## src/rtl/capture_trig_ctrl.sv

```systemverilog
// capture_trig_ctrl: capture sequencer and level-crossing trigger detector.
// It sits in front of the SRAM window address counter. It drives that stage's
// two count enables and a sticky trigger level, and it uses the stage's
// WRITE_READY flag to close the capture.
//
// Optional feature: define CAPTURE_AUTO_TRIG_EN to build the ARMED-state
// auto-trigger timeout counter. In the default build AUTO_TIMEOUT is ignored.
//
// Ports:
//   CLK, RST            clock and asynchronous active-low reset
//   START               level input; a rising edge arms a capture, low aborts
//   SMPL_EN             sample strobe that qualifies all counting
//   ADC_DATA            current sample
//   TRIG_LEVEL          unsigned trigger threshold
//   TRIG_EDGE           0 = rising crossing, 1 = falling crossing
//   FORCE_TRIG          host force-trigger, honoured only in ARMED
//   PRETRIG_DATA        number of samples stored before the trigger arms
//   AUTO_TIMEOUT        ARMED samples before an auto-trigger (0 = off)
//   WRITE_READY         capture-complete flag from the window counter
//   CNT_EN_0/CNT_EN_1   pre-trigger/armed and armed/post count enables
//   TRIG_EVENT          sticky trigger-occurred level
//   AUTO_TRIGGED        trigger came from force/auto, not from a crossing
//   BUSY                capture in progress (PRETRIG, ARMED, POST)
//   STATE               encoded FSM state
module capture_trig_ctrl #(
  parameter int unsigned DW = 8,
  parameter int unsigned CW = 18,
  parameter int unsigned TW = 16
) (
  input  logic          CLK,
  input  logic          RST,
  input  logic          START,
  input  logic          SMPL_EN,
  input  logic [DW-1:0] ADC_DATA,
  input  logic [DW-1:0] TRIG_LEVEL,
  input  logic          TRIG_EDGE,
  input  logic          FORCE_TRIG,
  input  logic [CW-1:0] PRETRIG_DATA,
  input  logic [TW-1:0] AUTO_TIMEOUT,
  input  logic          WRITE_READY,
  output logic          CNT_EN_0,
  output logic          CNT_EN_1,
  output logic          TRIG_EVENT,
  output logic          AUTO_TRIGGED,
  output logic          BUSY,
  output logic [2:0]    STATE
);

  typedef enum logic [2:0] {
    StIdle    = 3'd0,
    StPretrig = 3'd1,
    StArmed   = 3'd2,
    StPost    = 3'd3,
    StDone    = 3'd4
  } state_e;

  state_e        state_q, state_d;
  logic [CW-1:0] cnt_q, cnt_d;
  logic [DW-1:0] prev_q, prev_d;
  logic          prev_valid_q, prev_valid_d;
  logic          trig_q, trig_d;
  logic          auto_q, auto_d;
  logic          start_q;
  logic          en0_q, en1_q, busy_q;

  logic          start_rise;
  logic          crossing;
  logic          hit;
  logic          auto_fire;
  logic          force_any;

  assign start_rise = START & ~start_q;

  assign crossing = TRIG_EDGE ? ((prev_q >= TRIG_LEVEL) && (ADC_DATA <  TRIG_LEVEL))
                              : ((prev_q <  TRIG_LEVEL) && (ADC_DATA >= TRIG_LEVEL));
  // Only a crossing between two real samples counts; an already-past level does not.
  assign hit       = SMPL_EN & prev_valid_q & crossing;
  assign force_any = FORCE_TRIG | auto_fire;

`ifdef CAPTURE_AUTO_TRIG_EN
  logic [TW-1:0] tcnt_q, tcnt_d;

  // Held at zero outside ARMED so it is clear on every entry; saturates at all-ones.
  always_comb begin
    tcnt_d = tcnt_q;
    if (state_q != StArmed) begin
      tcnt_d = '0;
    end else if (SMPL_EN && (tcnt_q != '1)) begin
      tcnt_d = tcnt_q + TW'(1);
    end
  end

  // Fires on the strobe that brings the count to the timeout, same timing as FORCE_TRIG.
  assign auto_fire = (state_q == StArmed) && (AUTO_TIMEOUT != '0) && (tcnt_d == AUTO_TIMEOUT);

  always_ff @(posedge CLK or negedge RST) begin
    if (!RST) begin
      tcnt_q <= '0;
    end else begin
      tcnt_q <= tcnt_d;
    end
  end
`else
  logic unused_auto_timeout;
  assign unused_auto_timeout = ^AUTO_TIMEOUT;
  assign auto_fire           = 1'b0;
`endif

  always_comb begin
    state_d      = state_q;
    cnt_d        = cnt_q;
    prev_d       = prev_q;
    prev_valid_d = prev_valid_q;
    trig_d       = trig_q;
    auto_d       = auto_q;

    if (((state_q == StPretrig) || (state_q == StArmed)) && SMPL_EN) begin
      prev_d       = ADC_DATA;
      prev_valid_d = 1'b1;
    end

    if (!START) begin
      // Abort or normal release from DONE: leave IDLE with clean flags.
      state_d = StIdle;
      trig_d  = 1'b0;
      auto_d  = 1'b0;
    end else begin
      case (state_q)
        StIdle: begin
          if (start_rise) begin
            state_d      = StPretrig;
            cnt_d        = '0;
            prev_valid_d = 1'b0;
            trig_d       = 1'b0;
            auto_d       = 1'b0;
          end
        end
        StPretrig: begin
          // Counting stops at equality, so the counter can never wrap.
          if (cnt_q == PRETRIG_DATA) begin
            state_d = StArmed;
          end else if (SMPL_EN) begin
            cnt_d = cnt_q + CW'(1);
          end
        end
        StArmed: begin
          if (hit || force_any) begin
            state_d = StPost;
            trig_d  = 1'b1;
            auto_d  = ~hit;  // a real crossing takes priority over force
          end
        end
        StPost: begin
          if (WRITE_READY) begin
            state_d = StDone;
          end
        end
        StDone: ;
        default: state_d = StIdle;
      endcase
    end
  end

  always_ff @(posedge CLK or negedge RST) begin
    if (!RST) begin
      state_q      <= StIdle;
      cnt_q        <= '0;
      prev_q       <= '0;
      prev_valid_q <= 1'b0;
      trig_q       <= 1'b0;
      auto_q       <= 1'b0;
      start_q      <= 1'b0;
      en0_q        <= 1'b0;
      en1_q        <= 1'b0;
      busy_q       <= 1'b0;
    end else begin
      state_q      <= state_d;
      cnt_q        <= cnt_d;
      prev_q       <= prev_d;
      prev_valid_q <= prev_valid_d;
      trig_q       <= trig_d;
      auto_q       <= auto_d;
      start_q      <= START;
      en0_q        <= (state_d == StPretrig) || (state_d == StArmed);
      en1_q        <= (state_d == StArmed)   || (state_d == StPost);
      busy_q       <= (state_d == StPretrig) || (state_d == StArmed) || (state_d == StPost);
    end
  end

  assign CNT_EN_0     = en0_q;
  assign CNT_EN_1     = en1_q;
  assign TRIG_EVENT   = trig_q;
  assign AUTO_TRIGGED = auto_q;
  assign BUSY         = busy_q;
  assign STATE        = state_q;

endmodule
```

## config.mk

```make
export PLATFORM = sky130hd
export DESIGN_NAME = capture_trig_ctrl
export DESIGN_NICKNAME = d
export VERILOG_FILES = /design/src/rtl/capture_trig_ctrl.sv
export SDC_FILE = /design/constraint.sdc
export NUM_CORES = 1
export LEC_CHECK = 0
export BUFFER_PORTS_ARGS = -buffer_cell sky130_fd_sc_hd__buf_4
export CORE_MARGIN = 1.5
export CORE_UTILIZATION = 45
export DETAILED_ROUTE_END_ITERATION = 12
export PLACE_DENSITY = 0.76
export SLEW_MARGIN = 40
export SYNTH_ARGS = -nofsm -noshare
export SYNTH_HDL_FRONTEND = slang
export SYNTH_SLANG_ARGS = --single-unit
```

## constraint.sdc

```tcl
create_clock -name CLK -period 5.5 [get_ports CLK]
set_clock_uncertainty 0.05 [all_clocks]
set_input_delay 0.825 -clock CLK [delete_from_list [all_inputs] [get_ports CLK]]
set_output_delay 0.825 -clock CLK [all_outputs]
set_load 0.05 [all_outputs]
```

; ---- Yosys cells after proc, flatten, opt, wreduce, memory -nomap -nowiden
; Index checks and enable logic that the tools add are counted.
[word_totals]
reg_bits = 36
output_inout_bits = 8
[classes]
addsub = 1
magnitude_cmp = 4
n_eq_ne = 14
mux = 22
n_bitwise = 5
n_reduce_logical = 12
[ops]
columns = cell, n
row1 = $mux 18, 3
row2 = $pmux 18 s2, 1
row3 = $add 18x1->18 const B, 1
row4 = $eq 18x18->1, 1
row5 = $ge 8x8->1, 2
row6 = $lt 8x8->1, 2
row7 = $mux 3, 5
row8 = $pmux 3 s5, 1
row9 = $eq 3x2->1 const B, 4
row10 = $mux 1, 10
row11 = $eq 3x1->1 const B, 2
row12 = $ne 2x2->1 const B, 3
row13 = $logic_or 1x1->1, 5
row14 = $reduce_and 5->1, 1
row15 = $pmux 1 s2, 2
row16 = $and 1x1->1, 3
row17 = $eq 3x3->1 const B, 1
row18 = $logic_and 1x1->1, 3
row19 = $logic_not 3->1, 1
row20 = $ne 3x1->1 const B, 1
row21 = $ne 3x2->1 const B, 1
row22 = $ne 3x3->1 const B, 1
row23 = $reduce_and 3->1, 1
row24 = $not 1->1, 2
row25 = $reduce_bool 2->1, 1

; ---- Logic depth before layout (Yosys ltp)
[depth]
depth_word = 11
depth_mapped = 9

; ---- Least setup slack after synthesis
; OpenSTA, ideal clock, no wires.
[synth_timing]
path_type = input port to flip-flop
startpoint = in TRIG_LEVEL[1]
endpoint = reg en0_q (netlist: CNT_EN_0)
t_arrival_ns = 2.388
setup_slack_ns = 2.941
cell_stages = 9
path_cell_list = inv_1 -> ha_1 -> nor2b_1 -> o211ai_1 -> a21oi_1 -> a2111oi_1 -> o2111ai_1 -> nor2b_1 -> o2bb2ai_1
[synth_between]
elab_chain_len = 10
elab_cells_between_ends = 15
cone_classes = order compare (4) / eq/ne (2) / mux (4) / bitwise (1) / reduce/logical (4)
[synth_lines]
columns = item, line
row1 = start: declaration, 35  ; input logic [DW-1:0] TRIG_LEVEL,
row2 = "$lt 8x8->1, or another cell as far along", 75  ; : ((prev_q < TRIG_LEVEL) && (ADC_DATA >= TRIG_LEVEL));
row3 = $logic_and 1x1->1 (on tied branches), "75, 74"
row4 = $mux 1 *, 74  ; assign crossing = TRIG_EDGE ? ((prev_q >= TRIG_LEVEL) && (ADC_DATA < TRIG_LEVEL))
row5 = $and 1x1->1 *, 77  ; assign hit = SMPL_EN & prev_valid_q & crossing;
row6 = $logic_or 1x1->1 *, 147  ; if (hit || force_any) begin
row7 = $mux 3 *, 147
row8 = $pmux 3 s5 *, 128  ; case (state_q)
row9 = $mux 3 *, 122  ; if (!START) begin
row10 = $eq 3x1->1 / $eq 3x2->1 (equally long branches), 184  ; en0_q <= (state_d == StPretrig) || (state_d == StArmed);
row11 = $logic_or 1x1->1 *, 184
row12 = end signal: assignment, 184
row13 = end: declaration, 64  ; logic en0_q, en1_q, busy_q;
; Mark *: on every way between the ends. The rest lies on a longest branch, timed or not.
; A chain may end at the register's enable or synchronous reset.

; ---- Final worst setup path
; Ends and elaborated chain as after synthesis.

==> flow_summary.toml <==
[power]
p_total_mw = 0.631
ir_drop_mv = 0.153
p_per_area_nw_per_um2 = 221
p_leak_nw = 1.27

[critical_path]
r2r_start = "prev_q[1]$_DFFE_PN0P_"
crit_required_ns = 5.62
cp_slowest_stage_delay_ns = 0.54
crit_path_start = "TRIG_LEVEL[1]"
crit_top_cell = "nor2b_1"
worstPathArrival_ns = 2.76
critPathKind = "primary input to register"
worstPathBufferInverterCount = 2
endpoint = "CNT_EN_0$_DFF_PN0_"
rrSetupSlack_ns = 3.15
cp.depth = 10
crit_path_top_delay_cell = "a2111oi_1"
worstReg2RegEnd = "CNT_EN_0$_DFF_PN0_"
reg2reg_depth = 8
crit_path_end_kind = "register"
critPathLaunchType = "primary input"
cp_max_fo = 2
crit_chain = "buf_4 -> inv_1 -> ha_1 -> nor2b_1 -> o211ai_1 -> a21oi_1 -> a2111oi_1 -> o2111ai_1 -> nor2b_1 -> o2bb2ai_1"
cp_top_family = "compound AO/OA/AOI/OAI gates"

[clocking]
cts_resized = 0
cts-htree-levels = 2
cts_setup_buffers = 0
clk_latency_ns = 0.29
cts_buffer_depth = 2
clkSinkCount = 36
cts_hold_buf = 0
cts_tree = "yes"
cts_buffers = 5
cts.clk_slew.worst_paths_ns = 0.07
root_buffer = "clkbuf_8"

[place]
placed_area_um2 = 2760
io_buffers = 48
hpwlAfterDp_mm = 3.78
gp_congestion = 0.817

[synth]
ys_warn_count = 0
synth_compound_area_frac = 0.134
ys_ff_latch = 36
syn_area_per_cell_um2 = 9.66
syn_inst = 241
synth_xor_area_frac = 0.0866
synth_top_cell_area_share = 0.387
synthMuxAreaShare = 0.0382
synth_edf_count = 0
yosysMostFrequentCell = "dfrtp_1"
ys_top_cells_by_area = "dfrtp_1 39%, ha_1 9.1%, xnor2_1 6.4%, a21oi_1 4.5%, mux2_2 3.4%"
ys_seq_area_frac = 0.387
syn_area_um2 = 2330
syn-num-nets = 315
synth_area_leader_cell = "dfrtp_1"
ys.flop_type = "dfrtp_1"
yosysUniqueCellTypes = 45
synthArstFlopShare = 1.00
ys_top_cells_by_count = "36 x dfrtp_1, 21 x a21oi_1, 18 x nand2_1"
synthSimpleGateAreaFrac = 0.225
synth_adder_area_share = 0.0914
synth_top_family_by_area = "simple AND/OR/NAND/NOR gates"

[finish]
fin_util = 0.588
drive_gt1_frac = 0.262
syn2layout_area_growth_pct = 22.5
design_area_um2 = 2850
n_antenna_cell = 0
nets = 367

[detailed_routing]
via_count = 1941
firstDrtPassIters = 4
drc = 0
ant_nets = 0
wire_per_inst_um = 13.8
dr.first_iter.drc_count = 60
drt_wl_total_mm = 4.97
via_per_inst = 5.38

[timing]
tightestPinTransition_ns = 0.586
slew_headroom = 0.607
hold_viol_final = 0
layout_min_cycle_time_ns = 2.64
max_clock_freq_mhz = 379
rsz0062_at_grt = "no"
setup_viol = 0
fin_crit_sh = 0.480
drv_slew = 0
tns_ns = 0

[floorplan]
die_x_um = 74.9
fp.coreArea_um2 = 4850
die_h_um = 74.9
initial_core_util = 0.480
io_pins = 65
die-area_um2 = 5610
rows = 25

[hold_path]
hp-class = "primary input to asynchronous set/reset pin"

[global_route]
grt_max_degree = 37
grt_pass1_vias = 1845
antenna_found_initial = 0
grt_pass1_wl_mm = 8.22
grt_overflow = 0
grt_usage = 0.194

[flow_run]
maxCapViolations = 0

[outcome]
status = "finished clean"
==> placed cells by master, fill, tap and decap left out, drive strengths merged, types with 2 or more instances in the layout <==
master / synthesis / final
a21o: 2 / 2
a21oi: 21 / 21
and2: 2 / 2
buf: 1 / 49
clkbuf: 3 / 8
dfrtp: 36 / 36
ha: 17 / 17
inv: 17 / 17
mux2: 7 / 7
nand2: 20 / 20
nand3: 7 / 7
nand4: 15 / 15
nor2: 15 / 15
nor2b: 5 / 5
nor3: 3 / 3
o211ai: 3 / 3
o21ai: 15 / 15
o31ai: 2 / 2
or3: 9 / 9
or4: 2 / 2
xnor2: 17 / 17
xor2: 6 / 6
==> per-layer routing <==
layer | global-route usage | share of wire
met1 | 0.259 | 0.46
met2 | 0.321 | 0.49
met3 | 0.0442 | 0.042
met4 | 0.0485 | 0.0036
met5 | 0 | 0
==> through the flow <==
step	instances	setup slack [ns]	hold slack (ns)
2_1_floorplan	241	2.94	0.400
3_3_place_gp	353	2.64	0.417
3_5_place_dp	353	2.58	0.429
4_1_cts	361	2.86	0.445
5_1_grt	361	2.71	0.477
6_report	361	2.86	0.428
==> cells by family (layout without fill, tap and decap cells) <==
group,count (synthesis),count (layout)
xor gates and xnor gates,23,23
adders and majority gates,17,17
buffers and inverters,21,74
DFF,36,36
AOI/OAI and AO/OA,52,52
and+or+nand+nor,84,84
muxes,8,8
==> final cells by class <==
cell class	instances	area, um^2
fillers	431	2000
multi-input cells	184	1340
flip-flops and latches	36	901
repair buffers	49	368
clock buffers	8	90.1
well taps	67	83.8
inverters	17	63.8
==> registers in the layout, summed over array words and instances (netlist names) <==
| register | count |
|---|---|
| AUTO_TRIGGED | 1 |
| BUSY | 1 |
| CNT_EN_0 | 1 |
| CNT_EN_1 | 1 |
| STATE | 3 |
| TRIG_EVENT | 1 |
| cnt_q | 18 |
| prev_q | 8 |
| prev_valid_q | 1 |
| start_q | 1 |
==> how the worst min path moves through the flow <==
stage / startpoint / cells after the start / to / slack, ns
2_1_floorplan: prev_q[0]$_DFFE_PN0P_ / 2 / prev_q[0]$_DFFE_PN0P_ / 0.40
3_3_place_gp: prev_q[0]$_DFFE_PN0P_ / 2 / prev_q[0]$_DFFE_PN0P_ / 0.42
3_5_place_dp: prev_q[0]$_DFFE_PN0P_ / 2 / prev_q[0]$_DFFE_PN0P_ / 0.43
4_1_cts: prev_q[0]$_DFFE_PN0P_ / 2 / prev_q[0]$_DFFE_PN0P_ / 0.44
5_1_grt: RST / 1 / prev_q[2]$_DFFE_PN0P_ / 0.48
6_report: RST / 1 / prev_q[2]$_DFFE_PN0P_ / 0.43
==> worst register-to-register path: stages, from the launching register on <==
cell and delay [ns]:
dfrtp_1 0.38, ha_1 0.28, nor2b_1 0.13, o211ai_1 0.19, a21oi_1 0.09, a2111oi_1 0.54, o2111ai_1 0.25, nor2b_1 0.20
o2bb2ai_1 0.12
==> power breakdown <==
part           switching [mW]  internal [mW]
sequential             0.0142          0.285
clock                  0.0956          0.102
combinational          0.0664         0.0672
total                   0.176          0.454
(Power assumes the default switching activity.)
